--- config.mk ---
export PLATFORM = sky130hd
export DESIGN_NAME = rpsc_input_filter_flat
export DESIGN_NICKNAME = d
export VERILOG_FILES = /design/src/rtl/rpsc_input_filter_pkg.sv /design/src/rtl/rpsc_input_filter_if.sv /design/src/rtl/rpsc_debounce_chan.sv /design/src/rtl/rpsc_input_filter.sv /design/src/flat_wrapper.sv
export SDC_FILE = /design/constraint.sdc
export NUM_CORES = 1
export LEC_CHECK = 0
export BUFFER_PORTS_ARGS = -buffer_cell sky130_fd_sc_hd__buf_2
export CAP_MARGIN = 40
export CORE_AREA = 2 2 150 167
export DETAILED_ROUTE_END_ITERATION = 10
export DIE_AREA = 0 0 152 169
export PLACE_DENSITY = 0.5
export SYNTH_ARGS = -nofsm -noshare
export SYNTH_HDL_FRONTEND = slang
export SYNTH_HIERARCHICAL = 1
export SYNTH_SLANG_ARGS = --single-unit
--- constraint.sdc ---
create_clock -name clk -period 2.8 [get_ports clk]
set_input_delay 0 -clock clk [delete_from_list [all_inputs] [get_ports clk]]
set_output_delay 0 -clock clk [all_outputs]
set_load 0.05 [all_outputs]
--- src/rtl/rpsc_input_filter_pkg.sv ---
// Shared constants and types for the RPSC interlock input filter.
// Defaults match the production card; benches override through parameters.
package rpsc_pkg;

    localparam int CHANNELS    = 8;
    localparam int PRESCALE    = 1000;
    localparam int DEBOUNCE    = 8;
    localparam int CHATTER_WIN = 256;
    localparam int CHATTER_MAX = 4;

    typedef logic [CHANNELS-1:0] chan_vec_t;

endpackage

--- src/rtl/rpsc_input_filter_if.sv ---
// Field-side bundle of the interlock filter: raw contacts in, clean levels and diagnostics out.
interface rpsc_input_filter_if #(
    parameter int CHANNELS = rpsc_pkg::CHANNELS
);

    logic [CHANNELS-1:0] raw_in;
    logic                chatter_clr;
    logic [CHANNELS-1:0] filt_out;
    logic [CHANNELS-1:0] chatter;
    logic                tick;

    modport master (
        output raw_in,
        output chatter_clr,
        input  filt_out,
        input  chatter,
        input  tick
    );

    modport slave (
        input  raw_in,
        input  chatter_clr,
        output filt_out,
        output chatter,
        output tick
    );

endinterface

--- src/rtl/rpsc_debounce_chan.sv ---
// One interlock channel: two-flop synchroniser, tick-based debounce and
// windowed transition counter driving a sticky chatter flag.
module rpsc_debounce_chan #(
    parameter int DEBOUNCE    = rpsc_pkg::DEBOUNCE,
    parameter int CHATTER_MAX = rpsc_pkg::CHATTER_MAX
) (
    input  logic clk,
    input  logic reset,
    input  logic raw,
    input  logic tick,
    input  logic win_end,
    input  logic chatter_clr,
    output logic filt,
    output logic chatter
);

    localparam int DW = $clog2(DEBOUNCE + 1);
    localparam int TW = $clog2(CHATTER_MAX + 1);

    logic          sync1;
    logic          s;
    logic          prev;
    logic [DW-1:0] db_cnt;
    logic [TW-1:0] tr_cnt;
    logic          trans;
    logic          chat_set;

    assign trans = s ^ prev;
    // Any transition that lands the count on (or keeps it at) the limit qualifies,
    // so a flag cleared while saturated re-arms on the next edge of the contact.
    assign chat_set = tick && !win_end && trans && (tr_cnt >= TW'(CHATTER_MAX - 1));

    always_ff @(posedge clk or posedge reset) begin
        if (reset) begin
            sync1 <= 1'b0;
            s     <= 1'b0;
        end else begin
            sync1 <= raw;
            s     <= sync1;
        end
    end

    always_ff @(posedge clk or posedge reset) begin
        if (reset) begin
            filt   <= 1'b0;
            db_cnt <= '0;
        end else if (tick) begin
            if (s == filt) begin
                db_cnt <= '0;
            end else if (db_cnt == DW'(DEBOUNCE - 1)) begin
                filt   <= s;
                db_cnt <= '0;
            end else begin
                db_cnt <= db_cnt + 1'b1;
            end
        end
    end

    always_ff @(posedge clk or posedge reset) begin
        if (reset) begin
            prev   <= 1'b0;
            tr_cnt <= '0;
        end else if (tick) begin
            prev <= s;
            if (win_end) begin
                tr_cnt <= trans ? TW'(1) : '0;
            end else if (trans && (tr_cnt != TW'(CHATTER_MAX))) begin
                tr_cnt <= tr_cnt + 1'b1;
            end
        end
    end

    always_ff @(posedge clk or posedge reset) begin
        if (reset) begin
            chatter <= 1'b0;
        end else if (chatter_clr) begin
            chatter <= 1'b0;
        end else if (chat_set) begin
            chatter <= 1'b1;
        end
    end

endmodule

--- src/rtl/rpsc_input_filter.sv ---
// RPSC interlock input filter: shared sample prescaler and chatter window,
// one debounce/chatter channel per field contact.
module rpsc_input_filter #(
    parameter int CHANNELS    = rpsc_pkg::CHANNELS,
    parameter int PRESCALE    = rpsc_pkg::PRESCALE,
    parameter int DEBOUNCE    = rpsc_pkg::DEBOUNCE,
    parameter int CHATTER_WIN = rpsc_pkg::CHATTER_WIN,
    parameter int CHATTER_MAX = rpsc_pkg::CHATTER_MAX
) (
    input  logic                 clk,
    input  logic                 reset,
    rpsc_input_filter_if.slave   bus
);

    localparam int PW = $clog2(PRESCALE);
    localparam int WW = $clog2(CHATTER_WIN);

    logic [PW-1:0]       pre_cnt;
    logic                tick_q;
    logic [WW-1:0]       win_cnt;
    logic                win_end;
    logic [CHANNELS-1:0] filt_v;
    logic [CHANNELS-1:0] chat_v;

    // tick is registered one count early so it is high exactly while pre_cnt == PRESCALE-1.
    always_ff @(posedge clk or posedge reset) begin
        if (reset) begin
            pre_cnt <= '0;
            tick_q  <= 1'b0;
        end else begin
            pre_cnt <= (pre_cnt == PW'(PRESCALE - 1)) ? '0 : pre_cnt + 1'b1;
            tick_q  <= (pre_cnt == PW'(PRESCALE - 2));
        end
    end

    assign win_end = tick_q && (win_cnt == WW'(CHATTER_WIN - 1));

    always_ff @(posedge clk or posedge reset) begin
        if (reset) begin
            win_cnt <= '0;
        end else if (tick_q) begin
            win_cnt <= win_end ? '0 : win_cnt + 1'b1;
        end
    end

    for (genvar g = 0; g < CHANNELS; g++) begin : g_chan
        rpsc_debounce_chan #(
            .DEBOUNCE    (DEBOUNCE),
            .CHATTER_MAX (CHATTER_MAX)
        ) u_chan (
            .clk         (clk),
            .reset       (reset),
            .raw         (bus.raw_in[g]),
            .tick        (tick_q),
            .win_end     (win_end),
            .chatter_clr (bus.chatter_clr),
            .filt        (filt_v[g]),
            .chatter     (chat_v[g])
        );
    end

    assign bus.filt_out = filt_v;
    assign bus.chatter  = chat_v;
    assign bus.tick     = tick_q;

endmodule

--- src/flat_wrapper.sv ---
// flat-port wrapper written by rule: the top's interface ports become plain ports
module rpsc_input_filter_flat 
#(
    parameter int CHANNELS    = rpsc_pkg::CHANNELS,
    parameter int PRESCALE    = rpsc_pkg::PRESCALE,
    parameter int DEBOUNCE    = rpsc_pkg::DEBOUNCE,
    parameter int CHATTER_WIN = rpsc_pkg::CHATTER_WIN,
    parameter int CHATTER_MAX = rpsc_pkg::CHATTER_MAX
)
  (clk, reset, bus_raw_in, bus_chatter_clr, bus_filt_out, bus_chatter, bus_tick);
  rpsc_input_filter_if #(.CHANNELS(CHANNELS)) bus_i ();
  input  logic clk;
  input  logic reset;
  input wire logic [$bits(bus_i.raw_in)-1:0] bus_raw_in;
  input wire logic [$bits(bus_i.chatter_clr)-1:0] bus_chatter_clr;
  output wire logic [$bits(bus_i.filt_out)-1:0] bus_filt_out;
  output wire logic [$bits(bus_i.chatter)-1:0] bus_chatter;
  output wire logic [$bits(bus_i.tick)-1:0] bus_tick;
  assign bus_i.raw_in = bus_raw_in;
  assign bus_i.chatter_clr = bus_chatter_clr;
  assign bus_filt_out = bus_i.filt_out;
  assign bus_chatter = bus_i.chatter;
  assign bus_tick = bus_i.tick;
  rpsc_input_filter #(.CHANNELS(CHANNELS), .PRESCALE(PRESCALE), .DEBOUNCE(DEBOUNCE), .CHATTER_WIN(CHATTER_WIN), .CHATTER_MAX(CHATTER_MAX)) u_core (.clk(clk), .reset(reset), .bus(bus_i));
endmodule
-- Yosys cells after proc, flatten, opt, wreduce, memory -nomap -nowiden
Index checks and enable logic that the tools add are counted.
- bits in registers: 115
- bits of input ports: 11
- output and inout bits: 17
- order comparisons: 8
- bitwise operators: 16
- eq/ne operators: 27
- add/subtract/negate cells: 18
- mux-type cells: 58
- reduce and logical (&&, ||, !) cells: 59
- operators by type and width (cell ; number):
    4-bit two-way mux ; 16
    3-bit two-way mux ; 16
    4-bit by 1-bit adder with 4-bit output, second input constant ; 8
    4-bit by 3-bit equality test with 1-bit output, second input constant ; 8
    2-bit nonzero test ; 16
    1-bit logical AND ; 26
    3-bit by 1-bit adder with 3-bit output, second input constant ; 8
    3-bit by 2-bit greater-or-equal comparator with 1-bit output, second input constant ; 8
    1-bit two-way mux ; 24
    3-bit != test, second input constant ; 8
    3-bit AND reduction ; 8
    10-bit equality test, second input constant ; 2
    2-bit AND reduction ; 8
    10-bit by 1-bit adder with 10-bit output, second input constant ; 1
    10-bit two-way mux ; 1
    8-bit by 1-bit adder with 8-bit output, second input constant ; 1
    1-bit equality test ; 8
    8-bit equality test, second input constant ; 1
    8-bit two-way mux ; 1
    1-bit NOT ; 8
    1-bit bitwise XOR ; 8
    1-bit zero test ; 1

-- Logic depth before layout (Yosys ltp)
Gate-level depths: netlist (run 1).
- word-level depth: 8
- gate-level depth with buffers: 6
- depth with buffers taken out: 6

-- Cells and area by module
Netlist (run 1), hierarchy kept.
- by module, submodules not included (module ; instances ; cells each ; area each (µm²) ; seq. area each (µm²)):
    rpsc_debounce_chan ; 8 ; 58 ; 619.3 ; 300.3
    rpsc_input_filter ; 1 ; 91 ; 964.7 ; 475.5

-- Worst setup path after synthesis (run 1)
OpenSTA, ideal clock, no wires.
- path kind: reg-to-reg
- start: register u_core.tick_q (netlist: u_core/bus.tick)
- end: register u_core.g_chan[0].u_chan.chatter
- stages on the path, launching flop included: 6
- setup time: 0.136 ns
- arrival time: 2.327 ns
- path slack: 0.338 ns
- required time: 2.664 ns
- buffers on the path: 0
- path through: dfrtp_1 and3_1 and3_1 nor2b_1 a21oi_1 nor3_1
- longest elaborated chain between the ends: 6
- ends and longest elaborated chain (element ; RTL line ; RTL):
    start, declared ; rpsc_input_filter.sv:19 ; logic tick_q;
    start signal, assigned ; rpsc_input_filter.sv:32 ; tick_q <= (pre_cnt == PW'(PRESCALE - 2));
    1-bit logical AND ; rpsc_input_filter.sv:36 ; assign win_end = tick_q && (win_cnt == WW'(CHATTER_WIN - 1));
    named net u_core.win_end ; rpsc_input_filter.sv:21 ; logic win_end;
    1-bit zero test ; rpsc_debounce_chan.sv:31 ; assign chat_set = tick && !win_end && trans && (tr_cnt >= TW'(CHATTER_MAX - 1));
    1-bit logical AND (3 in a row) ; rpsc_debounce_chan.sv:31 ;
    2-bit nonzero test (no line) ; -- ;
    end signal, assigned ; rpsc_debounce_chan.sv:75 ; chatter <= 1'b0;
    end signal, assigned ; rpsc_debounce_chan.sv:77 ; chatter <= 1'b0;
    end signal, assigned ; rpsc_debounce_chan.sv:79 ; chatter <= 1'b1;
    end, declared ; rpsc_debounce_chan.sv:14 ; output logic chatter
The timed path passes the listed nets, and every way through them passes these cells.
A chain may end at the register's enable or synchronous reset.

-- Final worst setup path (run 1)
- start: register u_core.win_cnt[0]
- end: register u_core.g_chan[3].u_chan.chatter
- longest elaborated chain between the ends: 7
- ends and longest elaborated chain (element ; RTL line ; RTL):
    start, declared ; rpsc_input_filter.sv:20 ; logic [WW-1:0] win_cnt;
    start signal, assigned ; rpsc_input_filter.sv:42 ; win_cnt <= win_end ? '0 : win_cnt + 1'b1;
    8-bit equality test ; rpsc_input_filter.sv:36 ;
    1-bit logical AND ; rpsc_input_filter.sv:36 ;
    named net u_core.win_end ; rpsc_input_filter.sv:21 ;
    1-bit zero test ; rpsc_debounce_chan.sv:31 ;
    1-bit logical AND (3 in a row) ; rpsc_debounce_chan.sv:31 ;
    2-bit nonzero test (no line) ; -- ;
    end signal, assigned ; rpsc_debounce_chan.sv:75 ;
    end signal, assigned ; rpsc_debounce_chan.sv:77 ;
    end signal, assigned ; rpsc_debounce_chan.sv:79 ;
    end, declared ; rpsc_debounce_chan.sv:14 ;
The timed path passes the listed nets, and every way through them passes these cells.

==> out/metrics.csv, run 1 <==
stage;metric;value;unit
layout;Area growth, synth to finish;20.9;%
worst_setup_path;critical path required time;3.12;ns
worst_setup_path;Startpoint Class;flip-flop;
synthesis;Post-Syn Area per Cell;10.7;µm²
sta;Hold Fails Final Rpt;0;
synthesis;sequential share of the synthesized area;48.6;%
synthesis;main area contributors after synthesis;dfrtp_1 (49%), ha_1 (7.4%), nand2_1 (3.6%);
route;Residual DRC;0;
worst_setup_path;crit path from;u_core/win_cnt[0]$_DFFE_PP0P_;
hold_path;Hold Path Class;input pin to flip-flop;
sta;relative max-transition margin;51.5;%
synthesis;Cells after Synth;555;
worst_setup_path;r2r worst-path depth;7;
sta;ratio of final minimum period to clock period;71.4;%
floorplanning;Die Y-Extent;169;µm
layout;Final #Nets;648;
floorplanning;I/O Pins;28;
worst_setup_path;R2R setup slack;0.80;ns
cts;clock root cell;clkbuf_16;
route;initial DRC count;161;
power;total chip power;0.00418;W
worst_setup_path;crit path to;u_core/g_chan[3].u_chan/chatter$_DFFE_PP0P_;
placement;routability cong.;0.729;
route;drt wl/cell;12.6;µm
grt;GRT Util Overall;9.46;%
floorplanning;Cell Rows;60;
worst_setup_path;critical path endpoint category;flip-flop;
cts;total CTS buffers;17;
floorplanning;Starting Density;24.6;%
route;antenna viol nets, final;0;
cts;CTS-repair resized insts;0;
synthesis;Synth warnings;6;
layout;diodes inserted;0;
worst_setup_path;CP Class;flip-flop to flip-flop;
sta;final setup fails;0;
power;Peak VDD IR;0.357;mV
sta;RSZ-0062 raised after global routing;no;
synthesis;top cell type's share of synthesized area;48.6;%
cts;worst skew pair latency;0.41;ns
sta;Clock Skew;0.00710;ns
grt;initial antenna violation count;0;
cts;clock sink count;115;
worst_setup_path;FF-to-FF Start;u_core/win_cnt[0]$_DFFE_PP0P_;
placement;pre-CTS WS;0.766;ns
grt;first-pass GRT wire length;20000;µm
layout;Final Non-Filler Cells;924;
cts;clk buf depth;2;
synthesis;synthesized net count;601;
synthesis;Post-synth top cells;dfrtp_1 (115), nand2_1 (56), inv_1 (52);
cts;H-tree Lvls;4;
power;leakage power;3.40;nW
cts;Hold-fix buffers, CTS;10;
power;Power Density;584;nW/µm²
route;DR pass1 iterations;4;
grt;largest net degree at the start of global routing;95;
synthesis;synthesized cell area;5920;µm²
synthesis;Main synth FF type;dfrtp_1;
route;Vias;4212;
hold_path;Hold Path Stages;2;
route;vias per cell;4.56;
worst_setup_path;Worst EP arrival;2.32;ns
floorplanning;Die X-Extent;152;µm
sta;FMAX;500;MHz
floorplanning;Core ar.;24100;µm²
layout;share of cells above drive strength 1;15.8;%
synthesis;cell with the most instances after synthesis;dfrtp_1;
grt;remaining global-route overflow;0;
sta;total negative slack;0;ns
cts;CTS tree;done;
sta;crit path time final;2.00;ns
sta;Worst Setup Slack, final;0.800;ns
grt;vias in the first global route;4186;
synthesis;Seq cells post-synth;115;
sta;worst slew pin tran;0.727;ns
run_status;status;finished clean;
floorplanning;Die ar.;25700;µm²
sta;Slew Viols, Final;0;
synthesis;Synth area leader;dfrtp_1;
synthesis;asr flop ratio synth;100;%
synthesis;EDFF count, synth;0;
route;final wirelength;11600;µm
worst_setup_path;Max FO, Critical Path;22;
worst_setup_path;FF-to-FF End;u_core/g_chan[3].u_chan/chatter$_DFFE_PP0P_;
cts;Post-CTS Setup Inserts;0;
run;# Max-Cap Violations;0;
placement;post-DP HPWL;7800;µm
placement;placed insts;883;
cts;clock-pin slew on the worst setup and hold paths;0.05;ns
synthesis;Netlist cell types;41;
placement;port buffer count;27;
sta;hold slack;0.234;ns
[stage by stage]
step | cell area (µm²) | util [%]
after floorplan | 5920 | -
after global routing | 7160 | 29.7
after global placement | 6410 | 26.6
after CTS | 7160 | 29.7
after detailed placement | 6410 | 26.6
final | 7160 | 29.7
[kinds of logic (layout without fill, tap and decap cells)]
group,after synthesis,in the layout,share of synthesized area (%)
buffers and inverters,63,122,4.61
and+or+nand+nor,172,172,16.6
adders and majority gates,35,35,7.40
AOI/OAI and AO/OA,128,128,14.8
muxes,19,19,3.59
DFF,115,115,48.6
xor gates and xnor gates,23,23,4.42
[where the power goes]
part	leakage [nW]	internal (W)	switching, W
Combinational	1.52	0.0000235	0.0000603
Clock	0.326	0.00168	0.000736
Sequential	1.55	0.00168	0.0000115
[worst max-delay path, stage by stage, from the launching register on]
cell and delay (ns):
dfrtp_1 0.41, ha_1 0.22, and3_1 0.21, and3_1 0.37, buf_12 0.24, nor2b_1 0.21, a21oi_1 0.10, nor3_1 0.15
[metal layers]
layer | wire length (µm) | GRT usage (%) | up-vias
li1 | - | - | 2097
met1 | 5690 | 11.9 | 2059
met2 | 5470 | 15.5 | 43
met3 | 312 | 2.71 | 13
met4 | 140 | 3.54 | 0
met5 | 0 | 0 | -
[placed cells by master (no fill, tap or decap), drive strengths merged, types with 9 or more instances in the layout]
cell / Yosys / routed
mux2: 18 / 18
clkbuf: 0 / 19
nor2b: 9 / 9
nand4: 14 / 14
buf: 11 / 29
nor4: 18 / 18
a21oi: 27 / 27
nor3: 9 / 9
xnor2: 14 / 14
a22o: 10 / 10
nand2b: 9 / 9
xor2: 9 / 9
a21o: 16 / 16
inv: 52 / 52
o211ai: 17 / 17
ha: 35 / 35
dlygate4sd3: 0 / 10
dfrtp: 115 / 115
and3: 19 / 19
nand3b: 16 / 16
nand2: 56 / 56
o21ai: 29 / 29
[worst min path at each step]
| stage | start | endpoint | slack [ns] |
|---|---|---|---|
| floorplan | reset | u_core/g_chan[0].u_chan/chatter$_DFFE_PP0P_ | -0.14 |
| CTS | bus_raw_in[3] | u_core/g_chan[3].u_chan/sync1$_DFF_PP0_ | 0.21 |
| detailed placement | bus_raw_in[5] | u_core/g_chan[5].u_chan/sync1$_DFF_PP0_ | 0.11 |
| finish | bus_raw_in[1] | u_core/g_chan[1].u_chan/sync1$_DFF_PP0_ | 0.23 |
| global placement | bus_raw_in[2] | u_core/g_chan[2].u_chan/sync1$_DFF_PP0_ | 0.11 |
| global route | bus_raw_in[5] | u_core/g_chan[5].u_chan/sync1$_DFF_PP0_ | 0.22 |
[flip-flops by register name (all words and copies together), names as in the netlist]
| register | cells |
|---|---|
| u_core/g_chan.u_chan/s | 8 |
| u_core/bus.tick | 1 |
| u_core/g_chan.u_chan/sync1 | 8 |
| u_core/g_chan.u_chan/tr_cnt | 24 |
| u_core/g_chan.u_chan/chatter | 8 |
| u_core/win_cnt | 8 |
| u_core/g_chan.u_chan/filt | 8 |
| u_core/pre_cnt | 10 |
| u_core/g_chan.u_chan/prev | 8 |
| u_core/g_chan.u_chan/db_cnt | 32 |
[area by class of cell]
cell class	instances	area, µm²
well taps	310	388
multi-input cells	377	2770
inverters	52	195
repair buffers	39	275
clock inverters	12	210
flip-flops and latches	115	2880
clock buffers	19	443
fillers	2494	16900
(Power assumes the default switching activity.)
==> run 2: changes to the inputs <==
PLACE_DENSITY = 0.51   (was 0.5)
clock period = 1.7 ns   (was 2.8 ns; I/O delays follow)
==> out/metrics.csv, run 2 (synthesized netlist as in run 1, its figures left out) <==
stage;metric;value;unit;change
run;# Max-Cap Violations;0;;unchanged
worst_setup_path;Max FO, Critical Path;5;;was 22
sta;FMAX;612;MHz;was 500 MHz
grt;first-pass GRT wire length;20400;µm;was 20000 µm
placement;port buffer count;27;;unchanged
power;Power Density;918;nW/µm²;was 584 nW/µm²
route;final wirelength;11900;µm;was 11600 µm
power;leakage power;3.42;nW;was 3.40 nW
floorplanning;Die X-Extent;152;µm;unchanged
hold_path;Hold Path Class;input pin to flip-flop;;unchanged
worst_setup_path;critical path required time;2.03;ns;was 3.12 ns
worst_setup_path;critical path endpoint category;flip-flop;;unchanged
floorplanning;Starting Density;24.6;%;unchanged
grt;vias in the first global route;4169;;was 4186
cts;CTS tree;done;;unchanged
layout;diodes inserted;0;;unchanged
sta;crit path time final;1.63;ns;was 2.00 ns
cts;H-tree Lvls;4;;unchanged
route;Residual DRC;0;;unchanged
sta;final setup fails;0;;unchanged
sta;hold slack;0.221;ns;was 0.234 ns
route;Vias;4277;;was 4212
route;initial DRC count;121;;was 161
power;Peak VDD IR;0.564;mV;was 0.357 mV
route;DR pass1 iterations;4;;unchanged
layout;Most flops, register;u_core/g_chan.u_chan/db_cnt;;unchanged
cts;clk buf depth;2;;unchanged
cts;clock sink count;115;;unchanged
sta;relative max-transition margin;67.1;%;was 51.5%
worst_setup_path;Worst EP arrival;1.96;ns;was 2.32 ns
cts;clock-pin slew on the worst setup and hold paths;0.05;ns;about the same
layout;flip-flop count of the largest register after layout;32;;unchanged
layout;commonest non-fill, non-tap cells in the layout;dfrtp_1 (114), nand2_1 (56), inv_1 (52);;unchanged
grt;largest net degree at the start of global routing;39;;was 95
placement;routability cong.;0.783;;was 0.729
sta;Clock Skew;0.00493;ns;was 0.00710 ns
grt;GRT Util Overall;9.82;%;was 9.46%
layout;fin util;30.0;%;was 29.7%
layout;share of cells above drive strength 1;18.4;%;was 15.8%
cts;worst skew pair latency;0.41;ns;about the same
route;antenna viol nets, final;0;;unchanged
sta;Hold Fails Final Rpt;0;;unchanged
sta;ratio of final minimum period to clock period;96.1;%;was 71.4%
sta;worst slew pin tran;0.492;ns;was 0.727 ns
sta;RSZ-0062 raised after global routing;yes;;was no
worst_setup_path;CP Class;flip-flop to flip-flop;;unchanged
grt;initial antenna violation count;0;;unchanged
floorplanning;Cell Rows;60;;unchanged
cts;clock root cell;clkbuf_16;;unchanged
sta;Slew Viols, Final;0;;unchanged
floorplanning;I/O Pins;28;;unchanged
cts;Post-CTS Setup Inserts;0;;unchanged
placement;post-DP HPWL;7660;µm;was 7800 µm
floorplanning;Die Y-Extent;169;µm;unchanged
layout;Final #Nets;659;;was 648
layout;largest registers;u_core/g_chan.u_chan/db_cnt x32, u_core/g_chan.u_chan/tr_cnt x24, u_core/pre_cnt x10;;unchanged
cts;total CTS buffers;17;;unchanged
run_status;status;finished clean;;unchanged
layout;commonest non-fill, non-tap cell in the layout;dfrtp_1;;unchanged
worst_setup_path;Startpoint Class;flip-flop;;unchanged
grt;remaining global-route overflow;0;;unchanged
floorplanning;Core ar.;24100;µm²;unchanged
route;vias per cell;4.57;;was 4.56
layout;Area growth, synth to finish;22.1;%;was 20.9%
floorplanning;Die ar.;25700;µm²;unchanged
route;drt wl/cell;12.7;µm;was 12.6 µm
==> run 2: final timing paths <==
kind	from	to	slack, ns	depth (start not counted)
min reg2reg	u_core/g_chan[3].u_chan/sync1$_DFF_PP0_	u_core/g_chan[3].u_chan/s$_DFF_PP0_	0.35	0
min in group asynchronous	reset	u_core/win_cnt[3]$_DFFE_PP0P_	0.24	3
max in group asynchronous	reset	u_core/pre_cnt[0]$_DFF_PP0_	0.96	4
max reg2reg	u_core/win_cnt[0]$_DFFE_PP0P_	u_core/g_chan[1].u_chan/chatter$_DFFE_PP0P_	0.07	6
min	bus_raw_in[1]	u_core/g_chan[1].u_chan/sync1$_DFF_PP0_	0.22	2
max	u_core/win_cnt[0]$_DFFE_PP0P_	u_core/g_chan[1].u_chan/chatter$_DFFE_PP0P_	0.07	6
==> run 2: area by class of cell <==
| type | instances | area (µm²) |
|---|---|---|
| Clock buffer | 21 | 470 |
| Clock inverter | 11 | 151 |
| Fill cell | 2468 | 16900 |
| Inverter | 52 | 195 |
| Multi-Input combinational cell | 380 | 2820 |
| Sequential cell | 115 | 2880 |
| Tap cell | 310 | 388 |
| Timing Repair Buffer | 47 | 323 |
==> run 2: worst max-delay path: stages (launching register included) <==
cell and delay (ns):
dfrtp_1 0.41, ha_1 0.22, and3_1 0.23, and3_4 0.26, nor2b_1 0.21, a21oi_1 0.10
nor3_1 0.13
==> run 2: per-layer routing <==
layer / vias to the layer above / global-route usage (%) / wire (µm)
met5: - / 0 / 0
met4: 0 / 4.27 / 120
met3: 10 / 3.20 / 490
met2: 55 / 15.4 / 5480
met1: 2087 / 12.4 / 5770
li1: 2125 / - / -
==> run 2: power by group <==
group	switching [W]	leakage (nW)	internal (W)	total (W)
registers	0.0000194	1.55	0.00276	0.00278
logic	0.0000974	1.57	0.0000402	0.000138
clock network	0.00130	0.292	0.00243	0.00372
==> run 2: per-stage QoR <==
| step | TNS, ns | area, µm² | instances | setup WS [ns] | total power (W) |
|---|---|---|---|---|---|
| finish | 0 | 7230 | 936 | 0.0665 | 0.00664 |
| global route | -0.0820 | 7230 | 936 | -0.0355 | 0.00692 |
| CTS | 0 | 7190 | 934 | 0.0342 | 0.00677 |
| detailed placement | 0 | 6460 | 891 | 0.0182 | 0.00295 |
| global placement | 0 | 6460 | 891 | 0.0288 | 0.00296 |
| floorplan | 0 | 5930 | 555 | 0.0315 | 0.00290 |
==> run 2: timing repair <==
action | 4_1_cts | 5_1_grt
gates cloned | 1 | 2
setup endpoints to repair | 1 | 28
hold buffers | 10 | 0
hold endpoints to repair | 121 | 0
resized for setup | 0 | 8
